File: config.mk
export PLATFORM = sky130hd
export DESIGN_NAME = ssd_scan_ctrl
export DESIGN_NICKNAME = d
export VERILOG_FILES = /design/src/rtl/ssd_scan_ctrl.sv
export SDC_FILE = /design/constraint.sdc
export NUM_CORES = 1
export LEC_CHECK = 0
export ABC_AREA = 1
export CORE_UTILIZATION = 59
export CTS_CLUSTER_DIAMETER = 120
export CTS_CLUSTER_SIZE = 8
export DETAILED_ROUTE_END_ITERATION = 8
export PLACE_DENSITY = 0.84
export SYNTH_ARGS = -nofsm -noshare
export SYNTH_HDL_FRONTEND = slang
export SYNTH_SLANG_ARGS = --single-unit
File: constraint.sdc
create_clock -name clk -period 4.9 [get_ports clk]
set_input_delay 0.735 -clock clk [delete_from_list [all_inputs] [get_ports clk]]
set_output_delay 0.735 -clock clk [all_outputs]
set_load 0.02 [all_outputs]
File: src/rtl/ssd_scan_ctrl.sv
// 4-digit multiplexed seven-segment scanner for the stopwatch display.
// Frame snapshots, guard blanking, leading-zero blank, colon and pause blink.
module ssd_scan_ctrl #(
  parameter int SCAN_CNT_MAX = 25000,
  parameter int GUARD        = 2,
  parameter int BLINK_FRAMES = 128
) (
  input  logic       clk,
  input  logic       rst,
  input  logic [3:0] min1,
  input  logic [3:0] min2,
  input  logic [3:0] sec1,
  input  logic [3:0] sec2,
  input  logic       blink,
  input  logic       blank_lz,
  output logic [3:0] ssd_ctl,
  output logic [7:0] segs,
  output logic       frame_tick
);

  localparam int DW = (SCAN_CNT_MAX > 1) ? $clog2(SCAN_CNT_MAX) : 1;
  localparam int BW = (BLINK_FRAMES > 1) ? $clog2(BLINK_FRAMES) : 1;

  logic [DW-1:0] r_div;
  logic [1:0]    r_idx;
  logic [15:0]   r_snap;
  logic          r_phase;
  logic [BW-1:0] r_bcnt;
  logic [3:0]    r_ctl;
  logic [7:0]    r_segs;
  logic          r_tick;

  logic          w_slot_end;
  logic          w_wrap;
  logic          w_last_frame;
  logic [3:0]    w_digit;
  logic [3:0]    w_sel;
  logic [6:0]    w_pat;
  logic          w_on;

  assign w_slot_end   = (r_div == DW'(SCAN_CNT_MAX - 1));
  assign w_wrap       = w_slot_end && (r_idx == 2'd3);
  assign w_last_frame = (r_bcnt == BW'(BLINK_FRAMES - 1));

  always_comb begin
    w_digit = r_snap[3:0];
    w_sel   = 4'b1110;
    unique case (r_idx)
      2'd0: begin w_digit = r_snap[3:0];   w_sel = 4'b1110; end
      2'd1: begin w_digit = r_snap[7:4];   w_sel = 4'b1101; end
      2'd2: begin w_digit = r_snap[11:8];  w_sel = 4'b1011; end
      2'd3: begin w_digit = r_snap[15:12]; w_sel = 4'b0111; end
    endcase
  end

  // abcdefg, active-low; non-BCD codes show a dash
  always_comb begin
    w_pat = 7'b1111110;
    case (w_digit)
      4'd0: w_pat = 7'b0000001;
      4'd1: w_pat = 7'b1001111;
      4'd2: w_pat = 7'b0010010;
      4'd3: w_pat = 7'b0000110;
      4'd4: w_pat = 7'b1001100;
      4'd5: w_pat = 7'b0100100;
      4'd6: w_pat = 7'b0100000;
      4'd7: w_pat = 7'b0001111;
      4'd8: w_pat = 7'b0000000;
      4'd9: w_pat = 7'b0000100;
      default: w_pat = 7'b1111110;
    endcase
  end

  assign w_on = (r_div >= DW'(GUARD))
             && !(blank_lz && (r_idx == 2'd3) && (r_snap[15:12] == 4'd0))
             && !(blink && r_phase);

  always_ff @(posedge clk) begin
    if (rst) begin
      r_div   <= '0;
      r_idx   <= '0;
      r_snap  <= '0;
      r_phase <= 1'b0;
      r_bcnt  <= '0;
      r_ctl   <= 4'hF;
      r_segs  <= 8'hFF;
      r_tick  <= 1'b0;
    end else begin
      r_div  <= w_slot_end ? '0 : r_div + 1'b1;
      if (w_slot_end) r_idx <= r_idx + 2'd1;
      if (w_wrap) r_snap <= {min1, min2, sec1, sec2};
      r_tick <= w_wrap;
      if (!blink) begin
        r_bcnt  <= '0;
        r_phase <= 1'b0;
      end else if (w_wrap) begin
        r_bcnt <= w_last_frame ? '0 : r_bcnt + 1'b1;
        if (w_last_frame) r_phase <= ~r_phase;
      end
      r_ctl  <= w_on ? w_sel : 4'hF;
      r_segs <= {w_pat, (r_idx != 2'd2)};
    end
  end

  assign ssd_ctl    = r_ctl;
  assign segs       = r_segs;
  assign frame_tick = r_tick;

endmodule

---- Word-level counts from Yosys, hierarchy flattened ----
Memory sizes are Yosys's and may differ from the RTL's. A register that Yosys moved wholly into a read port is not among the register bits.
Cells that the tools add are included.
cells by class
  add/sub/neg operators ................... 3
  $mul .................................... 0
  divide/modulo/power cells ............... 0
  $lt $le $gt $ge ......................... 1
  equal/unequal tests ..................... 6
  shifts and indexed selects .............. 0
  muxes and demuxes ....................... 3
  bitwise operators ....................... 3
  reduce and logical (&&, ||, !) cells .... 14
operators by type and width
  operator                 number
  $pmux W4 S4              2
  $add A15 B1 Y15 const B  1
  $eq A15 B15 Y1 const B   1
  $ge A15 B2 Y1 const B    1
  $add A7 B1 Y7 const B    1
  $eq A7 B7 Y1 const B     1
  $mux W7                  1
  $logic_and A1 B1 Y1      6
  $reduce_or A2 Y1         3
  $eq A2 B2 Y1 const B     2
  $logic_not A4 Y1         1
  $not A1 Y1               3
  $add A2 B1 Y2 const B    1
  $eq A2 B1 Y1 const B     1
  $logic_not A1 Y1         2
  $logic_not A2 Y1         1
  $ne A2 B2 Y1 const B     1
  $reduce_and A2 Y1        1
word-level totals
  register bits ........................... 54
  latch bits .............................. 0
  RAM bits ................................ 0
  ROM bits ................................ 112
  logic and storage cells ................. 39
  memories kept ........................... 1
memories
  memory            depth  width  read ports  clocked after Yosys merged registers in  write ports  line  text
  (name not given)  16     7      1           1                                        0            59    case (w_digit)

---- Longest topological paths before layout ----
  depth after elaboration ................. 8
  mapped depth ............................ 12

---- Least setup slack after synthesis ----
OpenSTA, ideal clock, no wires.
  kind .................................... flip-flop to flip-flop
  start ................................... reg r_idx[0]
  end ..................................... reg r_segs[2], in the netlist segs[2]
  setup time .............................. 0.129 ns
  arrival time ............................ 1.756 ns
  required time ........................... 4.771 ns
  setup slack ............................. 3.015 ns
  cell stages (with the launch flop) ...... 11
  buffers on the path ..................... 0
  path through ............................ dfxtp_1 -> inv_1 -> ha_1 -> inv_1 -> nand2_1 -> o22ai_1 -> inv_1 -> ha_1 -> nand3b_1 -> nand3_1 -> nand3_1
between the ends
  cells in the longest elaborated chain, start to end .. 2
ends and longest elaborated chain
  what                                  line  text
  start, declared                       25    logic [1:0] r_idx;
  start signal, assigned                90    if (w_slot_end) r_idx <= r_idx + 2'd1;
  $eq A2 B2 Y1 (tied with other cells)  48    unique case (r_idx)
  $pmux W4 S4 (*)                       48
  end, declared                         30    logic [7:0] r_segs;
Every way passes the cells marked *; elsewhere a longest branch is shown, timed or not.
A chain may end at the register's enable or synchronous reset.

---- Final worst setup path ----
  start ................................... in rst
  end ..................................... reg r_div[11]
between the ends
  cells in the longest elaborated chain, start to end .. 1
ends and longest elaborated chain
  what                               line  text
  start, declared                    9     input logic rst,
  $reduce_or A2 Y1 (no source line)  n/a
  end signal, assigned               89    r_div <= w_slot_end ? '0 : r_div + 1'b1;
  end, declared                      24    logic [DW-1:0] r_div;
No other way between the ends.

==> flow_summary.yaml <==
critical_path:
  worstPathRequired_ns: 5.12
  path_class: "in2reg"
  cp-end-kind: "register"
  cpPeakStageDelay_ns: 0.96
  cp_slowest_cell: "clkdlybuf4s50_1"
  crit_chain: "clkdlybuf4s50_1, inv_1, nand2_1, inv_1, nand3_1, inv_1"
  critPathMaxFanout: 20
  cp-start-kind: "input port"
  crit_top_cell: "inv_1"
  arrival_ns: 2.82
  worst-path-buf-inv: 4
  critPathTopFamily: "buffers and inverters"
clock_network:
  clk_path_buf_depth: 2
  cts-root-buf: "clkbuf_8"
  postCtsHoldBufs: 0
  cts_setup_buffers: 0
  path_clk_slew_ns: 0.09
  cts_num_sinks: 54
  cts_tree: "yes"
  numCtsBuffers: 5
  worstSkewPairLatency_ns: 0.31
  ctsResizeCount: 0
  htree_levels: 2
synth:
  synthCells: 370
  syn-num-nets: 403
  synth_warnings: 0
  synth_seq_cells: 54
  ys_seq_area_frac: 0.412
  netlist_area_sq_um: 2620
  synth_area_per_cell_sq_um: 7.08
  synthDistinctLibCells: 27
grt:
  antenna_found_initial: 0
  use_met3: 0.0559
  grt_max_degree: 23
  met1_usage: 0.326
  met2_usage: 0.409
  top_usage_layer: "met2"
  grt_usage: 0.250
  overflow: 0
  first_global_vias: 2012
  grt_pass1_wl_um: 8830
floorplan:
  fp.dieH_um: 68.7
  rows: 23
  core_area_sq_um: 4140
  io_pins: 33
  die_x_um: 68.7
  initial_utilization: 0.633
  dieArea_sq_um: 4710
sta:
  fmax_ghz: 0.383
  max_slew_margin: 0.461
  period_needed_ns: 2.61
  fin_crit_sh: 0.533
  worst_pin_slew_ns: 0.807
  skew_ns: 0.00688
  fin_tns_setup_ns: 0
  setup_viol: 0
  rsz0062_at_grt: "no"
  slew_violations: 0
  hold_viol: 0
finish:
  final_cell_area_sq_um: 3010
  fillers: 359
  syn_to_final_growth_pct: 14.9
  diodes: 0
  seq_area_sq_um: 1080
  drive_above_1_share: 0.0452
  multiInputGateArea_sq_um: 1320
  final_nets: 431
pwr:
  p_leak_nw: 1.16
  p_per_area_nw_per_um2: 242
  ir_drop_mv: 0.151
drt:
  first_iter_violations: 226
  routed_wl_um: 5340
  drt_first_pass_iters: 4
  antenna_left: 0
  viasPerCell: 5.29
  vias: 2371
  post_drt_wl_per_cell_um: 11.9
  drc_errors: 0
place:
  hpwl_um: 3980
  dpl_cell_area_sq_um: 2940
  gp_congestion: 0.842
  io_buffers: 32
hold_path:
  hp-class: "reg2reg"
outcome:
  status: "finished, final reports clean"
job:
  maxCapViolCount: 0
==> report_power, final <==
group,leakage (nW),switching (mW),internal (mW),total (mW)
registers,0.438,0.00333,0.444,0.447
clock network,0.0383,0.137,0.0988,0.236
logic,0.680,0.0210,0.0244,0.0454
total,1.16,0.162,0.567,0.729
==> final timing paths <==
path / startpoint / end / slack (ns) / cells after the start
hold / removal: r_bcnt[6] / r_bcnt[6] / 0.46 / 2
setup / recovery: rst / r_div[11] / 2.29 / 6
setup reg to reg: r_idx[0] / segs[7] / 2.55 / 10
hold reg to reg: r_bcnt[6] / r_bcnt[6] / 0.46 / 2
==> registers in the layout, summed over array words and instances (netlist names) <==
register    flops
r_phase         1
frame_tick      1
r_bcnt          7
r_div          15
segs            8
r_idx           2
r_snap         16
ssd_ctl         4
==> per-stage QoR <==
step | setup WS, ns | cells | hold slack, ns | utilization | total power, mW
final | 2.29 | 448 | 0.464 | 0.727 | 0.729
after global routing | 2.13 | 448 | 0.494 | 0.727 | 0.754
after CTS | 2.32 | 448 | 0.468 | 0.727 | 0.731
after floorplan | 3.02 | 370 | 0.430 | - | 0.477
after detailed placement | 1.99 | 441 | 0.453 | 0.708 | 0.503
after global placement | 2.03 | 441 | 0.442 | 0.708 | 0.502
==> routing by layer <==
layer / part of all wire / routed length (um)
met4: 0.013 / 70
met1: 0.48 / 2560
met2: 0.46 / 2470
met3: 0.043 / 228
met5: 0 / 0
==> area by class of cell <==
cell class | instances | share of cell area
Sequential cell | 54 | 0.359
Tap cell | 50 | 0.0208
Multi-Input combinational cell | 265 | 0.439
Clock buffer | 7 | 0.0253
Inverter | 40 | 0.0499
Timing Repair Buffer | 32 | 0.106
==> Yosys cell counts <==
| master | count | area share |
|---|---|---|
| o22ai_1 | 2 | 0.0048 |
| buf_2 | 4 | 0.0076 |
| nor3b_1 | 1 | 0.0029 |
| ha_1 | 13 | 0.062 |
| nand2_2 | 1 | 0.0024 |
| nor2_2 | 5 | 0.012 |
| nand3b_1 | 3 | 0.0086 |
| xor2_1 | 3 | 0.010 |
| inv_2 | 4 | 0.0057 |
| nand2_1 | 106 | 0.15 |
| o21ai_1 | 1 | 0.0019 |
| inv_1 | 36 | 0.052 |
| clkbuf_1 | 3 | 0.0043 |
| xnor2_1 | 2 | 0.0067 |
| or2_2 | 2 | 0.0048 |
| a21oi_1 | 36 | 0.069 |
| dfxtp_1 | 54 | 0.41 |
| nand3_1 | 36 | 0.069 |
| o21ai_0 | 7 | 0.013 |
| nand4_1 | 7 | 0.017 |
| buf_6 | 2 | 0.0086 |
| o21bai_1 | 2 | 0.0057 |
| nor4_1 | 4 | 0.0095 |
| nor2_1 | 29 | 0.042 |
| nor2_4 | 1 | 0.0043 |
| buf_4 | 2 | 0.0057 |
| nor3_1 | 4 | 0.0076 |
==> worst reg2reg max path, stage by stage (launching register included) <==
cell	delay [ns]
dfxtp_1	0.37
ha_1	0.44
inv_1	0.17
o21ai_0	0.20
nor2_1	0.06
nor2_1	0.28
inv_1	0.15
ha_1	0.22
nand3b_1	0.17
nand3_1	0.10
nand3_1	0.08
==> kinds of logic (layout without fill, tap and decap cells) <==
kind of cell,count (synthesis),in the layout,share of synthesized area
AND/OR/NAND/NOR,199,199,0.331
adder cells (fa/ha/maj),13,13,0.0621
XOR/XNOR,5,5,0.0167
flip-flops,54,54,0.412
buffers and inverters,51,79,0.0835
AO/OA/AOI/OAI,48,48,0.0945
==> cells in the final DEF, fill, tap and decap left out <==
cell type	count
nand4_1	7
nor2_1	29
inv_1	36
xnor2_1	2
nand2_1	106
xor2_1	3
or2_2	2
ha_1	13
clkdlybuf4s50_1	32
dfxtp_1	54
o21ai_0	7
clkbuf_1	2
nand3_1	36
nor2_2	5
o21ai_1	1
nor2_4	1
nand3b_1	3
a21oi_1	36
clkbuf_8	5
nand2_2	1
nor3b_1	1
nor4_1	4
nor3_1	4
inv_2	4
o22ai_1	2
o21bai_1	2
Power figures use the tool's default switching activity.
==> RTL change (config.mk and constraints unchanged) <==
Set the parameter `SCAN_CNT_MAX` to 6250 (it was 25000).
--- a/src/rtl/ssd_scan_ctrl.sv
+++ b/src/rtl/ssd_scan_ctrl.sv
@@ -1,7 +1,7 @@
 // 4-digit multiplexed seven-segment scanner for the stopwatch display.
 // Frame snapshots, guard blanking, leading-zero blank, colon and pause blink.
 module ssd_scan_ctrl #(
-  parameter int SCAN_CNT_MAX = 25000,
+  parameter int SCAN_CNT_MAX = 6250,
   parameter int GUARD        = 2,
   parameter int BLINK_FRAMES = 128
 ) (
Formal check against the unedited RTL: no difference found for any inputs over 10 cycles, from zero or initial values and one cycle with rst high; that may be too few to reach the edited logic, so the function may still have changed.
==> RTL change against the unedited design <==
Design area fell by 3.2%. Wire length decreased by 1.2%. Area after synthesis decreased by 4.9%. Clock skew decreased by 0.0016 ns. Power rose by 5.4%. Core utilization is 0.35 points lower. Count of clock-buffer cells in the layout down 1. Critical path type unchanged. Setup slack gained 0.16 ns. Sequential cell count fell by 2.
==> RTL change: results (changes against the unedited design) <==
Area after DPL -> 2810 um^2 (-4.4%)
top cells by area, synth -> dfxtp_1, nand2_1, a21oi_1
Signal inverters -> 30 (-25%)
buffering overhead -> 0.110 (+0.00356)
clock buffers -> 6 (-1)
Fillers -> 348 (-3.1%)
actual slew at the worst max-slew pin -> 0.750 ns (-0.0571 ns)
initial detailed-routing violation count -> 154 (-32%)
multi-input combinational area share -> 0.436 (-0.00291)
CP arrival -> 2.65 ns (-0.17 ns)
vias post-DR -> 2227 (-6.1%)
worst-case hold slack -> 0.457 ns (-0.00696 ns)
clock-cell share of area -> 0.0369 (+0.0116)
Sequential Area -> 1040 um^2 (-3.7%)
xor and xnor area share after synthesis -> 0.0105 (-0.00616)
RePlAce Congestion -> 0.827 (-1.8%)
syn_nets -> 371 (-7.9%)
Place WS -> 2.16 ns (+0.172 ns)
Nets -> 401 (-7.0%)
DP Cell Count -> 410 (-7.0%)
Leak Pwr -> 1.11 nW (-4.4%)
post-detail-place hpwl -> 3760 um (-5.4%)
setup ws final -> 2.45 ns (+0.161 ns)
Tot GR Track Use -> 0.252 (+0.00190)
Synth Instances -> 337 (-8.9%)
status -> complete, no violations
RR Endpoint -> segs[4]$_SDFF_PP1_
Layout area overhead -> 16.9%
vias in the first global route -> 1949 (-3.1%)
sequential cell area fraction in the yosys report -> 0.418 (+0.00526)
Netlist Area Pre-Place -> 2490 um^2 (-4.9%)
first-pass GRT wire length -> 8430 um (-4.5%)
## RTL change: cell count changes after synthesis, sizes merged, moves of 2 or more
cell,delta
o21bai,-2
nor3,+7
dfxtp,-2
nand2,-3
nand4,+2
inv,-10
xor2,-2
o21ai,-4
nor2,-11
nor4,-3
nand3,-8
## RTL change: power breakdown
| group | internal [mW] | switching, mW | total [mW] |
|---|---|---|---|
| Sequential | 0.428 | 0.00369 | 0.432 |
| Combinational | 0.0251 | 0.0224 | 0.0475 |
| Clock | 0.152 | 0.138 | 0.289 |
| Total | 0.605 | 0.164 | 0.769 |
## RTL change: critical path: cells and delay by family
family / cells / cell delay [ns]
buffers and inverters: 3 / 1.43
AND/OR/NAND/NOR: 3 / 0.46
## RTL change: layer usage
metal / track usage / part of all wire / up-vias / wire length, um
li1: - / - / 1163 / -
met1: 0.326 / 0.48 / 1006 / 2530
met2: 0.410 / 0.46 / 47 / 2410
met3: 0.0531 / 0.044 / 11 / 230
met4: 0.0904 / 0.019 / 0 / 99
met5: 0 / 0 / - / 0
